File: config.mk
export PLATFORM = sky130hd
export DESIGN_NAME = store_buffer_flat
export DESIGN_NICKNAME = d
export VERILOG_FILES = /design/src/rtl/store_buffer_if.sv /design/src/rtl/store_buffer.sv /design/src/flat_wrapper.sv
export SDC_FILE = /design/constraint.sdc
export NUM_CORES = 1
export LEC_CHECK = 0
export BUFFER_PORTS_ARGS = -buffer_cell sky130_fd_sc_hd__buf_2
export CAP_MARGIN = 20
export CELL_PAD_IN_SITES_DETAIL_PLACEMENT = 1
export CELL_PAD_IN_SITES_GLOBAL_PLACEMENT = 2
export CORE_ASPECT_RATIO = 1.4
export CORE_MARGIN = 2
export CORE_UTILIZATION = 23
export CTS_CLUSTER_DIAMETER = 200
export DETAILED_ROUTE_END_ITERATION = 8
export PLACE_DENSITY = 0.6
export SYNTH_ARGS = -nofsm -noshare
export SYNTH_HDL_FRONTEND = slang
export SYNTH_SLANG_ARGS = --single-unit
File: constraint.sdc
create_clock -name clk -period 10.7 [get_ports clk]
set_input_delay 0.535 -clock clk [delete_from_list [all_inputs] [get_ports clk]]
set_output_delay 0.535 -clock clk [all_outputs]
set_load 0.1 [all_outputs]
File: src/rtl/store_buffer_if.sv
// Request/response and memory-port bundle for the store buffer.
// The slave modport is the buffer's view; the master modport is the view of
// whatever surrounds it (handler on the request side, memory on the mem side).
interface store_buffer_if #(
  parameter int unsigned ADDR_W = 32,
  parameter int unsigned DATA_W = 32
);
  // Handler request stream
  logic                  req_valid;
  logic                  req_ready;
  logic                  req_we;
  logic [ADDR_W-1:0]     req_addr;
  logic [DATA_W-1:0]     req_wdata;
  logic [DATA_W/8-1:0]   req_wstrb;

  // Load response
  logic                  rsp_valid;
  logic [DATA_W-1:0]     rsp_rdata;

  // Data memory port
  logic                  mem_req_valid;
  logic                  mem_req_ready;
  logic                  mem_we;
  logic [ADDR_W-1:0]     mem_addr;
  logic [DATA_W-1:0]     mem_wdata;
  logic [DATA_W/8-1:0]   mem_wstrb;
  logic                  mem_rsp_valid;
  logic [DATA_W-1:0]     mem_rdata;

  modport slave (
    input  req_valid, req_we, req_addr, req_wdata, req_wstrb,
    input  mem_req_ready, mem_rsp_valid, mem_rdata,
    output req_ready, rsp_valid, rsp_rdata,
    output mem_req_valid, mem_we, mem_addr, mem_wdata, mem_wstrb
  );

  modport master (
    output req_valid, req_we, req_addr, req_wdata, req_wstrb,
    output mem_req_ready, mem_rsp_valid, mem_rdata,
    input  req_ready, rsp_valid, rsp_rdata,
    input  mem_req_valid, mem_we, mem_addr, mem_wdata, mem_wstrb
  );
endinterface

File: src/rtl/store_buffer.sv
// Posted-write store buffer: stores are queued and drained to memory in the
// background, loads that hit a fully-written queued word are forwarded, and
// load misses go straight to memory while draining is paused.
module store_buffer #(
  parameter int unsigned DEPTH  = 4,
  parameter int unsigned ADDR_W = 32,
  parameter int unsigned DATA_W = 32
) (
  input  logic          clk,
  input  logic          reset,
  store_buffer_if.slave bus,
  output logic          empty
);

  localparam int unsigned PTR_W  = $clog2(DEPTH);
  localparam int unsigned CNT_W  = PTR_W + 1;
  localparam int unsigned WA_W   = ADDR_W - 2;
  localparam int unsigned STRB_W = DATA_W / 8;

  typedef enum logic [1:0] {
    IDLE    = 2'd0,
    LD_REQ  = 2'd1,
    LD_WAIT = 2'd2,
    LD_RESP = 2'd3
  } state_t;

  // Control state
  state_t              state_q,     state_d;
  logic [PTR_W-1:0]    wr_ptr_q,    wr_ptr_d;
  logic [PTR_W-1:0]    rd_ptr_q,    rd_ptr_d;
  logic [CNT_W-1:0]    count_q,     count_d;
  logic [WA_W-1:0]     ld_addr_q,   ld_addr_d;
  logic [DATA_W-1:0]   rsp_rdata_q, rsp_rdata_d;

  // Entry storage
  logic [WA_W-1:0]     addr_q [DEPTH];
  logic [WA_W-1:0]     addr_d [DEPTH];
  logic [DATA_W-1:0]   data_q [DEPTH];
  logic [DATA_W-1:0]   data_d [DEPTH];
  logic [STRB_W-1:0]   strb_q [DEPTH];
  logic [STRB_W-1:0]   strb_d [DEPTH];

  // Request decode and match results
  logic [WA_W-1:0]     req_word;
  logic                hit;
  logic                hit_full;
  logic [DATA_W-1:0]   hit_data;
  logic                drain_active;
  logic                pop;
  logic                ready;
  logic                push;
  logic                ld_accept;
  logic [1:0]          unused_addr_lsb;

  assign req_word        = bus.req_addr[ADDR_W-1:2];
  assign unused_addr_lsb = bus.req_addr[1:0];

  // Youngest-match search over valid entries, walking oldest to youngest so
  // the last match seen wins.
  always_comb begin
    hit      = 1'b0;
    hit_full = 1'b0;
    hit_data = '0;
    for (int unsigned k = 0; k < DEPTH; k++) begin
      if ((CNT_W'(k) < count_q) &&
          (addr_q[rd_ptr_q + PTR_W'(k)] == req_word)) begin
        hit      = 1'b1;
        hit_full = &strb_q[rd_ptr_q + PTR_W'(k)];
        hit_data = data_q[rd_ptr_q + PTR_W'(k)];
      end
    end
  end

  // Drain eligibility, request acceptance and handshake qualifiers.
  // A store may be accepted while full only when the head pops in the same
  // cycle, so ready depends combinationally on mem_req_ready in that case.
  always_comb begin
    drain_active = ((state_q == IDLE) || (state_q == LD_RESP)) &&
                   (count_q != '0);
    pop          = drain_active && bus.mem_req_ready;
    ready        = 1'b0;
    if (!reset && (state_q == IDLE)) begin
      if (bus.req_we) begin
        ready = (count_q < CNT_W'(DEPTH)) || pop;
      end else begin
        ready = !hit || hit_full;
      end
    end
    push      = bus.req_valid && ready && bus.req_we;
    ld_accept = bus.req_valid && ready && !bus.req_we;
  end

  // Next-state for pointers, count and entry storage.
  always_comb begin
    wr_ptr_d = wr_ptr_q;
    rd_ptr_d = rd_ptr_q;
    count_d  = count_q;
    addr_d   = addr_q;
    data_d   = data_q;
    strb_d   = strb_q;
    if (push) begin
      addr_d[wr_ptr_q] = req_word;
      data_d[wr_ptr_q] = bus.req_wdata;
      strb_d[wr_ptr_q] = bus.req_wstrb;
      wr_ptr_d         = wr_ptr_q + 1'b1;
    end
    if (pop) begin
      rd_ptr_d = rd_ptr_q + 1'b1;
    end
    if (push && !pop) begin
      count_d = count_q + 1'b1;
    end else if (!push && pop) begin
      count_d = count_q - 1'b1;
    end
  end

  // Load FSM next-state: hits go straight to the response, misses fetch.
  always_comb begin
    state_d     = state_q;
    ld_addr_d   = ld_addr_q;
    rsp_rdata_d = rsp_rdata_q;
    unique case (state_q)
      IDLE: begin
        if (ld_accept) begin
          if (hit) begin
            rsp_rdata_d = hit_data;
            state_d     = LD_RESP;
          end else begin
            ld_addr_d = req_word;
            state_d   = LD_REQ;
          end
        end
      end
      LD_REQ: begin
        if (bus.mem_req_ready) begin
          state_d = LD_WAIT;
        end
      end
      LD_WAIT: begin
        if (bus.mem_rsp_valid) begin
          rsp_rdata_d = bus.mem_rdata;
          state_d     = LD_RESP;
        end
      end
      LD_RESP: begin
        state_d = IDLE;
      end
      default: begin
        state_d = IDLE;
      end
    endcase
  end

  // Control registers.
  always_ff @(posedge clk or posedge reset) begin
    if (reset) begin
      state_q     <= IDLE;
      wr_ptr_q    <= '0;
      rd_ptr_q    <= '0;
      count_q     <= '0;
      ld_addr_q   <= '0;
      rsp_rdata_q <= '0;
    end else begin
      state_q     <= state_d;
      wr_ptr_q    <= wr_ptr_d;
      rd_ptr_q    <= rd_ptr_d;
      count_q     <= count_d;
      ld_addr_q   <= ld_addr_d;
      rsp_rdata_q <= rsp_rdata_d;
    end
  end

  // Entry storage registers.
  always_ff @(posedge clk or posedge reset) begin
    if (reset) begin
      for (int unsigned i = 0; i < DEPTH; i++) begin
        addr_q[i] <= '0;
        data_q[i] <= '0;
        strb_q[i] <= '0;
      end
    end else begin
      addr_q <= addr_d;
      data_q <= data_d;
      strb_q <= strb_d;
    end
  end

  // Memory port mux: the pending read owns the port in LD_REQ, otherwise the
  // FIFO head is offered whenever draining is allowed.
  always_comb begin
    bus.mem_req_valid = 1'b0;
    bus.mem_we        = 1'b0;
    bus.mem_addr      = '0;
    bus.mem_wdata     = '0;
    bus.mem_wstrb     = '0;
    if (state_q == LD_REQ) begin
      bus.mem_req_valid = 1'b1;
      bus.mem_addr      = {ld_addr_q, 2'b00};
    end else if (drain_active) begin
      bus.mem_req_valid = 1'b1;
      bus.mem_we        = 1'b1;
      bus.mem_addr      = {addr_q[rd_ptr_q], 2'b00};
      bus.mem_wdata     = data_q[rd_ptr_q];
      bus.mem_wstrb     = strb_q[rd_ptr_q];
    end
  end

  // Handler-side outputs.
  always_comb begin
    bus.req_ready = ready;
    bus.rsp_valid = (state_q == LD_RESP);
    bus.rsp_rdata = rsp_rdata_q;
    empty         = (count_q == '0);
  end

endmodule
File: src/flat_wrapper.sv
// flat-port wrapper written by rule: the top's interface ports become plain ports
module store_buffer_flat 
#(
  parameter int unsigned DEPTH  = 4,
  parameter int unsigned ADDR_W = 32,
  parameter int unsigned DATA_W = 32
)
  (clk, reset, empty, bus_req_valid, bus_req_we, bus_req_addr, bus_req_wdata, bus_req_wstrb, bus_mem_req_ready, bus_mem_rsp_valid, bus_mem_rdata, bus_req_ready, bus_rsp_valid, bus_rsp_rdata, bus_mem_req_valid, bus_mem_we, bus_mem_addr, bus_mem_wdata, bus_mem_wstrb);
  store_buffer_if #(.ADDR_W(ADDR_W), .DATA_W(DATA_W)) bus_i ();
  input  logic clk;
  input  logic reset;
  output logic empty;
  input wire logic [$bits(bus_i.req_valid)-1:0] bus_req_valid;
  input wire logic [$bits(bus_i.req_we)-1:0] bus_req_we;
  input wire logic [$bits(bus_i.req_addr)-1:0] bus_req_addr;
  input wire logic [$bits(bus_i.req_wdata)-1:0] bus_req_wdata;
  input wire logic [$bits(bus_i.req_wstrb)-1:0] bus_req_wstrb;
  input wire logic [$bits(bus_i.mem_req_ready)-1:0] bus_mem_req_ready;
  input wire logic [$bits(bus_i.mem_rsp_valid)-1:0] bus_mem_rsp_valid;
  input wire logic [$bits(bus_i.mem_rdata)-1:0] bus_mem_rdata;
  output wire logic [$bits(bus_i.req_ready)-1:0] bus_req_ready;
  output wire logic [$bits(bus_i.rsp_valid)-1:0] bus_rsp_valid;
  output wire logic [$bits(bus_i.rsp_rdata)-1:0] bus_rsp_rdata;
  output wire logic [$bits(bus_i.mem_req_valid)-1:0] bus_mem_req_valid;
  output wire logic [$bits(bus_i.mem_we)-1:0] bus_mem_we;
  output wire logic [$bits(bus_i.mem_addr)-1:0] bus_mem_addr;
  output wire logic [$bits(bus_i.mem_wdata)-1:0] bus_mem_wdata;
  output wire logic [$bits(bus_i.mem_wstrb)-1:0] bus_mem_wstrb;
  assign bus_i.req_valid = bus_req_valid;
  assign bus_i.req_we = bus_req_we;
  assign bus_i.req_addr = bus_req_addr;
  assign bus_i.req_wdata = bus_req_wdata;
  assign bus_i.req_wstrb = bus_req_wstrb;
  assign bus_i.mem_req_ready = bus_mem_req_ready;
  assign bus_i.mem_rsp_valid = bus_mem_rsp_valid;
  assign bus_i.mem_rdata = bus_mem_rdata;
  assign bus_req_ready = bus_i.req_ready;
  assign bus_rsp_valid = bus_i.rsp_valid;
  assign bus_rsp_rdata = bus_i.rsp_rdata;
  assign bus_mem_req_valid = bus_i.mem_req_valid;
  assign bus_mem_we = bus_i.mem_we;
  assign bus_mem_addr = bus_i.mem_addr;
  assign bus_mem_wdata = bus_i.mem_wdata;
  assign bus_mem_wstrb = bus_i.mem_wstrb;
  store_buffer #(.DEPTH(DEPTH), .ADDR_W(ADDR_W), .DATA_W(DATA_W)) u_core (.clk(clk), .reset(reset), .bus(bus_i), .empty(empty));
endmodule
Word level (Yosys, flattened, before mapping)
Cells that the tools add are included.

Output and inout bits: 105. Flip-flop bits (word level): 335. Word-level logic and storage cells: 164. Input bits: 106.

Equal/unequal tests: 11. Mux-type cells: 79. Bitwise logic cells: 6. Add/subtract/negate cells: 6. Reductions and logical operators: 33. Order comparisons: 11.

Operators with widths (number): $mux W32 (20); $mux W30 (9); $bmux W32 S2 (4); $bmux W30 S2 (4); $bwmux W128 (1); $bwmux W120 (1); $eq A30 B30 Y1 (4); $demux W32 S2 (1); $pmux W32 S2 (1); $demux W30 S2 (1); $mux W4 (11); $bmux W4 S2 (4); $reduce_and A4 Y1 (5); $bwmux W16 (1); $ge A3 B3 Y1 const B (5); $not A2 Y3 (5); $logic_and A1 B1 Y1 (13); $mux W1 (13); $demux W4 S2 (1); $mux W2 (4); $pmux W2 S4 (1); $lt A1 B3 Y1 const A (2); $lt A2 B3 Y1 const A (2); $mux W3 (2); other kinds (18) (31).

Logic depth before layout (Yosys ltp)
Gate-level depths: netlist of the first run.

Depth after elaboration: 20. Gate-level depth with buffers: 18. Mapped depth without buffers: 11.

Worst setup path before layout of the first run
OpenSTA, ideal clock, no wires.

Path type: reg2out. Start: reg u_core.rd_ptr_q[1]. End: out bus_mem_wdata[10]. Arrival: 4.908 ns. Data required time: 10.165 ns. Cell stages (with the launch flop): 12. Buffers on the path: 9. Path slack: 5.257 ns. Cell sequence: dfrtp_1 > buf_2 > buf_6 > buf_4 > buf_4 > buf_2 > clkbuf_1 > clkbuf_1 > clkbuf_1 > buf_2 > mux2i_1 > a211oi_1.

Longest elaborated chain between the ends: 6.

RTL lines: start, declared (RTL line store_buffer.sv:30) `logic [PTR_W-1:0] rd_ptr_q, rd_ptr_d;`; start signal, assigned (RTL line store_buffer.sv:166) `rd_ptr_q <= rd_ptr_d;`; $not A2 Y3 (not written as such) (RTL line store_buffer.sv:203) `bus.mem_wdata = data_q[rd_ptr_q];`; $bmux W32 S2 (RTL line store_buffer.sv:203); $mux W32 (not written as such) (2 in a row) (RTL line store_buffer.sv:203); $mux W32 (RTL line store_buffer.sv:199) `end else if (drain_active) begin`; $mux W32 (RTL line store_buffer.sv:196) `if (state_q == LD_REQ) begin`; end, declared (RTL line flat_wrapper.sv:27) `output wire logic [$bits(bus_i.mem_wdata)-1:0] bus_mem_wdata;`.

Every way passes these cells. The select of a mux whose other input is x is not followed.

Worst setup path after layout of the first run
Start: reg u_core.rd_ptr_q[1]. End: reg u_core.rsp_rdata_q[29] (netlist: u_core.bus.rsp_rdata[29]).

Longest elaborated chain between the ends: 18. Elaborated cells on any way between the ends: 79. Those cells by class: 3 x add/sub; 6 x eq/ne; 53 x mux; 4 x bitwise; 13 x reduce/logical.

RTL lines: $add A2 B1 Y2 / $not A2 Y3 (equally long branches) (RTL line store_buffer.sv:66, store_buffer.sv:68, store_buffer.sv:69); $not A2 Y3 (not written as such) / $bmux W30 S2 (equally long branches) (RTL line store_buffer.sv:66, store_buffer.sv:68, store_buffer.sv:69); $bmux W30 S2 / $mux W30 (equally long branches) (RTL line store_buffer.sv:66) `(addr_q[rd_ptr_q + PTR_W'(k)] == req_word)) begin`; $mux W30 (not written as such) (RTL line store_buffer.sv:66); $mux W30 (not written as such) / $eq A30 B30 Y1 (equally long branches) (RTL line store_buffer.sv:66); $eq A30 B30 Y1 / $logic_and A1 B1 Y1 (equally long branches) (RTL line store_buffer.sv:66, store_buffer.sv:65); $logic_and A1 B1 Y1 / $mux W1 (equally long branches) (RTL line store_buffer.sv:65) `if ((CNT_W'(k) < count_q) &&`; $mux W1 (3 in a row) (RTL line store_buffer.sv:65); $logic_not A1 Y1 (RTL line store_buffer.sv:86) `ready = !hit || hit_full;`; $logic_or A1 B1 Y1 (RTL line store_buffer.sv:86); $mux W1 (RTL line store_buffer.sv:83) `if (bus.req_we) begin`; $mux W1 (RTL line store_buffer.sv:82) `if (!reset && (state_q == IDLE)) begin`; $logic_and A1 B1 Y1 (2 in a row) (RTL line store_buffer.sv:90) `ld_accept = bus.req_valid && ready && !bus.req_we;`; $ne A2 B1 Y1 (no line); $reduce_and A4 Y1 (no line); end signal, assigned (RTL line store_buffer.sv:169) `rsp_rdata_q <= rsp_rdata_d;`; end, declared (RTL line store_buffer.sv:33) `logic [DATA_W-1:0] rsp_rdata_q, rsp_rdata_d;`.

Parallel ways exist; a longest one is shown, timed or not. The select of a mux whose other input is x is not followed. A chain may end at the register's enable or synchronous reset.

==> out/qor.yml, run 1 <==
grt-ovfl-total: 0
cts_made_buffers: 44
endpoint_kind: "flop"
period_share: 0.604
post_cts_buffers: 0
synth_area_leaders: "dfrtp_1, mux2_2, mux2i_1"
worstSetupStartpointType: "flop"
hold_path.class: "input port to async pin"
postCtsResizedCells: 0
fp-row-count: 135
drv_cap: 0
clock_latency_ns: 0.60
yosys.area.top_type: "dfrtp_1"
powerDensity_mw_per_mm2: 366
synthCells: 2094
setup_violations: 0
final_cells: 3510
dp_hpwl_mm: 58.5
synth-async-reset-ratio: 1.00
syn2layout_area_growth_pct: 15.6
period_minus_slack_ns: 6.47
power_mw: 9.46
core-area_sq_mm: 0.0966
ff2ff_path_depth: 14
grt_antenna_before_repair: 8
post_drt_via_cell_ratio: 5.07
drc_errors: 0
synthFlopType: "dfrtp_1"
vias: 17800
drt-pass1-iter-count: 5
yosysWarnings: 0
timing.rr.end: "u_core.bus.rsp_rdata[29]$_DFFE_PP0P_"
postRouteAntennaNets: 0
drv_slew: 0
worstMarginPinSlew_ns: 1.08
rsz0062_at_grt: "no"
tns_ns: 0
grt_pass1_wl_mm: 132
place_inst: 3432
drt-total-wl_mm: 88.9
postCtsHoldBufs: 0
skew_ns: 0.0414
ys_types: 74
drtIter0Drc: 774
die_width_um: 268
grt_pass1_vias: 19386
cts_sinks: 335
p_leak_nw: 11.4
hold_viol: 0
grt_use_total: 0.176
path_clk_slew_ns: 0.06
ioPinCount: 211
worstPathArrival_ns: 6.94
crit_type: "flop to flop"
clock.fmax_ghz: 0.155
routedWlPerCell_um: 25.3
relSlewSlack: 0.282
worstPathRequired_ns: 11.17
nNetsFinal: 2299
dieArea_sq_mm: 0.0998
placed_cell_area_sq_mm: 0.0244
htree_levels: 2
grt_max_degree: 156
drive_gt1_frac: 0.310
rrSetupSlack_ns: 4.23
cts_tree: "done"
synth_enable_flop_cells: 0
io_buffers: 206
stdcell_area_sq_mm: 0.0259
ys_seq_elements: 335
synthesis.area_sq_mm: 0.0224
status: "complete, no violations"
gp_congestion: 0.865
start_util: 0.232
seq_area_frac_synth: 0.375
die_h_um: 373
critPathMaxFanout: 55
reg2reg_from: "u_core.rd_ptr_q[1]$_DFFE_PP0P_"
ir_drop_mv: 0.187
root_buffer: "clkbuf_16"
clockBufferDepth: 3
synth_area_per_cell_sq_um: 10.7
synth_top_area_frac: 0.375
## per-layer routing
metal  share of wire  global-route usage
met5         0.00043                   0
met4           0.036              0.0639
met3           0.035              0.0253
met2            0.52               0.321
met1            0.41               0.208
## logic make-up after synthesis
group                    after synthesis  synth area share
AO/OA/AOI/OAI                        416             0.130
XOR/XNOR                             114            0.0446
adder cells (fa/ha/maj)               14           0.00783
buffers and inverters                223            0.0455
flip-flops                           335             0.375
multiplexers                         595             0.312
other                                  1          0.000168
AND/OR/NAND/NOR                      396            0.0856
## flip-flops by register name, summed over array words and instances, names as in the netlist
signal                cells
u_core.addr_q           120
u_core.state_q            2
u_core.strb_q            16
u_core.data_q           128
u_core.rd_ptr_q           2
u_core.bus.rsp_rdata     32
u_core.ld_addr_q         30
u_core.wr_ptr_q           2
u_core.count_q            3
## through the flow
stage	utilization	hold WS [ns]	setup WS [ns]
after detailed placement	0.253	0.481	4.23
after floorplan	-	0.470	0.883
after global placement	0.253	0.476	4.30
final	0.268	0.188	4.23
after global routing	0.268	0.196	3.86
after CTS	0.267	0.177	4.20
## worst max-delay path, stage by stage (launching register included)
cell and delay [ns]:
dfrtp_4 0.99, buf_4 0.80, mux2i_1 0.50, nand2_1 0.10
a311o_1 0.40, nor3_1 0.40, nor4b_1 0.44, and2_1 0.25
buf_4 0.56, nor4_2 0.18, o31ai_4 0.20, buf_4 0.48
o21ai_2 0.26, buf_4 0.34, a32o_1 0.27
## placed cells by master, fill, tap and decap left out, drive strengths merged, types with 5 or more instances in the layout
cell type and count:
buf 236, a21oi 83, nand2 156, xnor2 92, nor4 13, nor3b 32
clkbuf 68, or3 31, inv 26, nor2 91, nand3 5, and3 5
a31oi 5, o22ai 6, o31ai 33, a22o 20, o2111ai 7, nor3 15
xor2 22, dfrtp 335, nor2b 5, a32o 39, and2 10, mux2i 231
nand4 13, mux4 40, ha 14, a22oi 5, a211oi 35, o21ai 108
o221ai 37, mux2 324
## worst max path at each step
stage	from	end	slack (ns)
after floorplan	reset	u_core.addr_q[0]$_DFFE_PP0P_	0.88
after global placement	u_core.rd_ptr_q[1]$_DFFE_PP0P_	u_core.bus.rsp_rdata[23]$_DFFE_PP0P_	4.30
after detailed placement	u_core.rd_ptr_q[1]$_DFFE_PP0P_	u_core.bus.rsp_rdata[29]$_DFFE_PP0P_	4.23
after CTS	u_core.rd_ptr_q[1]$_DFFE_PP0P_	u_core.bus.rsp_rdata[29]$_DFFE_PP0P_	4.20
after global routing	u_core.rd_ptr_q[1]$_DFFE_PP0P_	u_core.bus.rsp_rdata[29]$_DFFE_PP0P_	3.86
final	u_core.rd_ptr_q[1]$_DFFE_PP0P_	u_core.bus.rsp_rdata[29]$_DFFE_PP0P_	4.23
## synthesized netlist by cell type (12+ instances only)
cell type	count
dfrtp_1	335
mux2_2	294
mux2i_1	230
nand2_1	156
o21ai_0	106
clkbuf_1	101
xnor2_1	92
nor2_1	91
a21oi_1	83
mux4_2	40
a32o_1	39
buf_1	39
o221ai_1	37
a211oi_1	35
nor3b_1	32
o31ai_1	32
or3_1	31
buf_2	30
mux2_4	30
inv_1	24
xor2_1	22
a22o_1	20
buf_4	18
ha_1	14
nor3_1	14
nand4_1	13
nor4_1	12
## power breakdown
group          leakage, nW  switching (mW)  internal, mW
sequential            4.40           0.535          1.78
combinational         6.31            3.83          1.85
clock                0.667           0.603         0.860
total                 11.4            4.97          4.49
## final cells by class
class	instances	area, sq um
Timing Repair Buffer	236	1310
Fill cell	11023	70700
Clock buffer	68	1270
Antenna cell	1	2.50
Multi-Input combinational cell	1537	13100
Tap cell	1301	1630
Sequential cell	335	8390
Inverter	25	106
Clock inverter	7	92.6
Note: power is estimated with default switching activity, not from simulation.
==> run 2, diff against run 1 <==
ABC_AREA = 1   (was default)
PLACE_DENSITY = 0.71   (was 0.6)
clock period = 5.4 ns   (was 10.7 ns; I/O delays follow)
==> out/qor.yml, run 2 <==
status: "complete, no violations"
synth_enable_flop_cells: 0
worstSetupStartpointType: "flop"
relSlewSlack: 0.329
synth_area_per_cell_sq_um: 6.15
postCtsHoldBufs: 57
endpoint_kind: "output pin"
setup_violations: 0
worstPathArrival_ns: 4.66
dp_hpwl_mm: 70.6
final_cell_mix: "nand2_1, o21ai_0, inv_1"
worstMarginPinSlew_ns: 1.01
postRouteAntennaNets: 0
clockBufferDepth: 3
slowest_delay_ns: 0.55
dieArea_sq_mm: 0.104
rrSetupSlack_ns: 0.80
routedWlPerCell_um: 19.3
grt_antenna_before_repair: 7
yosys.area.top_type: "dfrtp_1"
yosys.area_share.adder: 0.00749
worstPathRequired_ns: 5.13
start_util: 0.232
grt_pass1_wl_mm: 156
critical_path.slowest_cell: "buf_4"
grt_use_total: 0.195
ys_types: 37
cp_common_cell: "nand2_1"
skew_ns: 0.0404
core-area_sq_mm: 0.101
largest_register_ff_count: 128
placed_cell_area_sq_mm: 0.0255
critPathMaxFanout: 65
nNetsFinal: 4038
drv_slew: 0
ys_seq_elements: 335
drc_errors: 0
path_clk_slew_ns: 0.06
final_cells: 5279
fp-row-count: 138
rsz0062_at_grt: "no"
vias: 24721
synth_area_leaders: "dfrtp_1, nand2_1, o21ai_0"
synth-xor-area-share: 0.00524
mostFrequentLayoutCell: "nand2_1"
grt_max_degree: 156
synth_commonest_cells: "nand2_1, o21ai_0, inv_1"
worst_slack_ns: 0.468
antennaDiodeCount: 0
gp_congestion: 0.843
stdcell_area_sq_mm: 0.0275
synth.most_common_cell: "nand2_1"
regMostFlops: "u_core.data_q"
cts_made_buffers: 46
hold_viol: 0
root_buffer: "clkbuf_16"
synthMuxAreaShare: 0.00433
drt-total-wl_mm: 102
period_share: 0.913
die_width_um: 274
post_cts_buffers: 0
fin_hold_ws_ns: 0.0356
cp_cell_sequence: "inv_4 > nand2_1 > nand2_4 > buf_4 > buf_4 > nand2_1 > nand3_1 > nand2_1 > nand3_1 > nor2_1 > nand2_1 > nor2_1 > nand2_2 > buf_4 > and2_1 > nand2_1 > a21boi_2 > buf_12"
drive_gt1_frac: 0.0912
synthCells: 3802
synthesis.area_sq_mm: 0.0234
die_h_um: 381
synth_compound_area_frac: 0.149
grt_pass1_vias: 25651
cts_tree: "done"
clock_latency_ns: 0.63
yosysWarnings: 0
synthFlopType: "dfrtp_1"
synth_top_area_frac: 0.358
clock.fmax_ghz: 0.203
drv_cap: 0
post_drt_via_cell_ratio: 4.68
cts_sinks: 335
postCtsResizedCells: 0
drt-pass1-iter-count: 5
synth_top_family_by_area: "simple AND/OR/NAND/NOR gates"
syn2layout_area_growth_pct: 17.7
synth-async-reset-ratio: 1.00
ioPinCount: 211
seq_area_frac_synth: 0.358
grt-ovfl-total: 0
hold_path.class: "input port to flop"
crit_type: "flop to output pin"
place_inst: 5142
drtIter0Drc: 1288
htree_levels: 2
io_buffers: 206
synthSimpleGateAreaFrac: 0.370
dp_worst_setup_slack_ns: 0.698
period_minus_slack_ns: 4.93
## run 2: layout make-up
type                            count  area (sq um)
Clock buffer                       68          1320
Clock inverter                     11          98.8
Fill cell                       12929         73500
Inverter                          352          1330
Multi-Input combinational cell   2868         12600
Sequential cell                   335          8390
Tap cell                         1330          1660
Timing Repair Buffer              315          2090
## run 2: final timing paths
path	from	endpoint	cells past startpoint
worst max-delay path	u_core.rd_ptr_q[0]$_DFFE_PP0P_	bus_req_ready	18
worst min-delay path	bus_req_addr[23]	u_core.addr_q[81]$_DFFE_PP0P_	3
worst max register to register	u_core.rd_ptr_q[0]$_DFFE_PP0P_	u_core.state_q[0]$_DFFE_PP0P_	23
worst min register to register	u_core.bus.rsp_rdata[0]$_DFFE_PP0P_	u_core.bus.rsp_rdata[0]$_DFFE_PP0P_	2
max in group asynchronous	reset	u_core.rd_ptr_q[1]$_DFFE_PP0P_	4
min in group asynchronous	reset	u_core.addr_q[51]$_DFFE_PP0P_	3
## run 2: cell families (layout without fill, tap and decap cells)
group	after synthesis	count (layout)
AO/OA/AOI/OAI	674	674
XOR/XNOR	14	14
adder cells (fa/ha/maj)	14	14
buffers and inverters	600	746
flip-flops	335	335
multiplexers	9	9
other	1	2
AND/OR/NAND/NOR	2155	2155
## run 2: worst max-delay path: cells and delay by family, from the launching register on
kind / cells / cell delay (ns)
AO/OA/AOI/OAI: 1 / 0.32
flip-flops: 1 / 0.53
AND/OR/NAND/NOR: 12 / 1.40
buffers and inverters: 5 / 1.77
## run 2: metal layers
layer	global-route usage	wire, um
met1	0.223	41500
met2	0.361	52700
met5	0	28
met3	0.0243	3050
met4	0.0826	4850
## run 2: metrics by stage
stage          setup TNS, ns  utilization
2_1_floorplan          -1.56            -
4_1_cts                    0        0.272
5_1_grt                    0        0.273
3_5_place_dp               0        0.253
6_report                   0        0.273
3_3_place_gp               0        0.253
Power of run 2 is not shown: default switching activity piles up to over one toggle a cycle in this logic, so the estimate is an artifact.
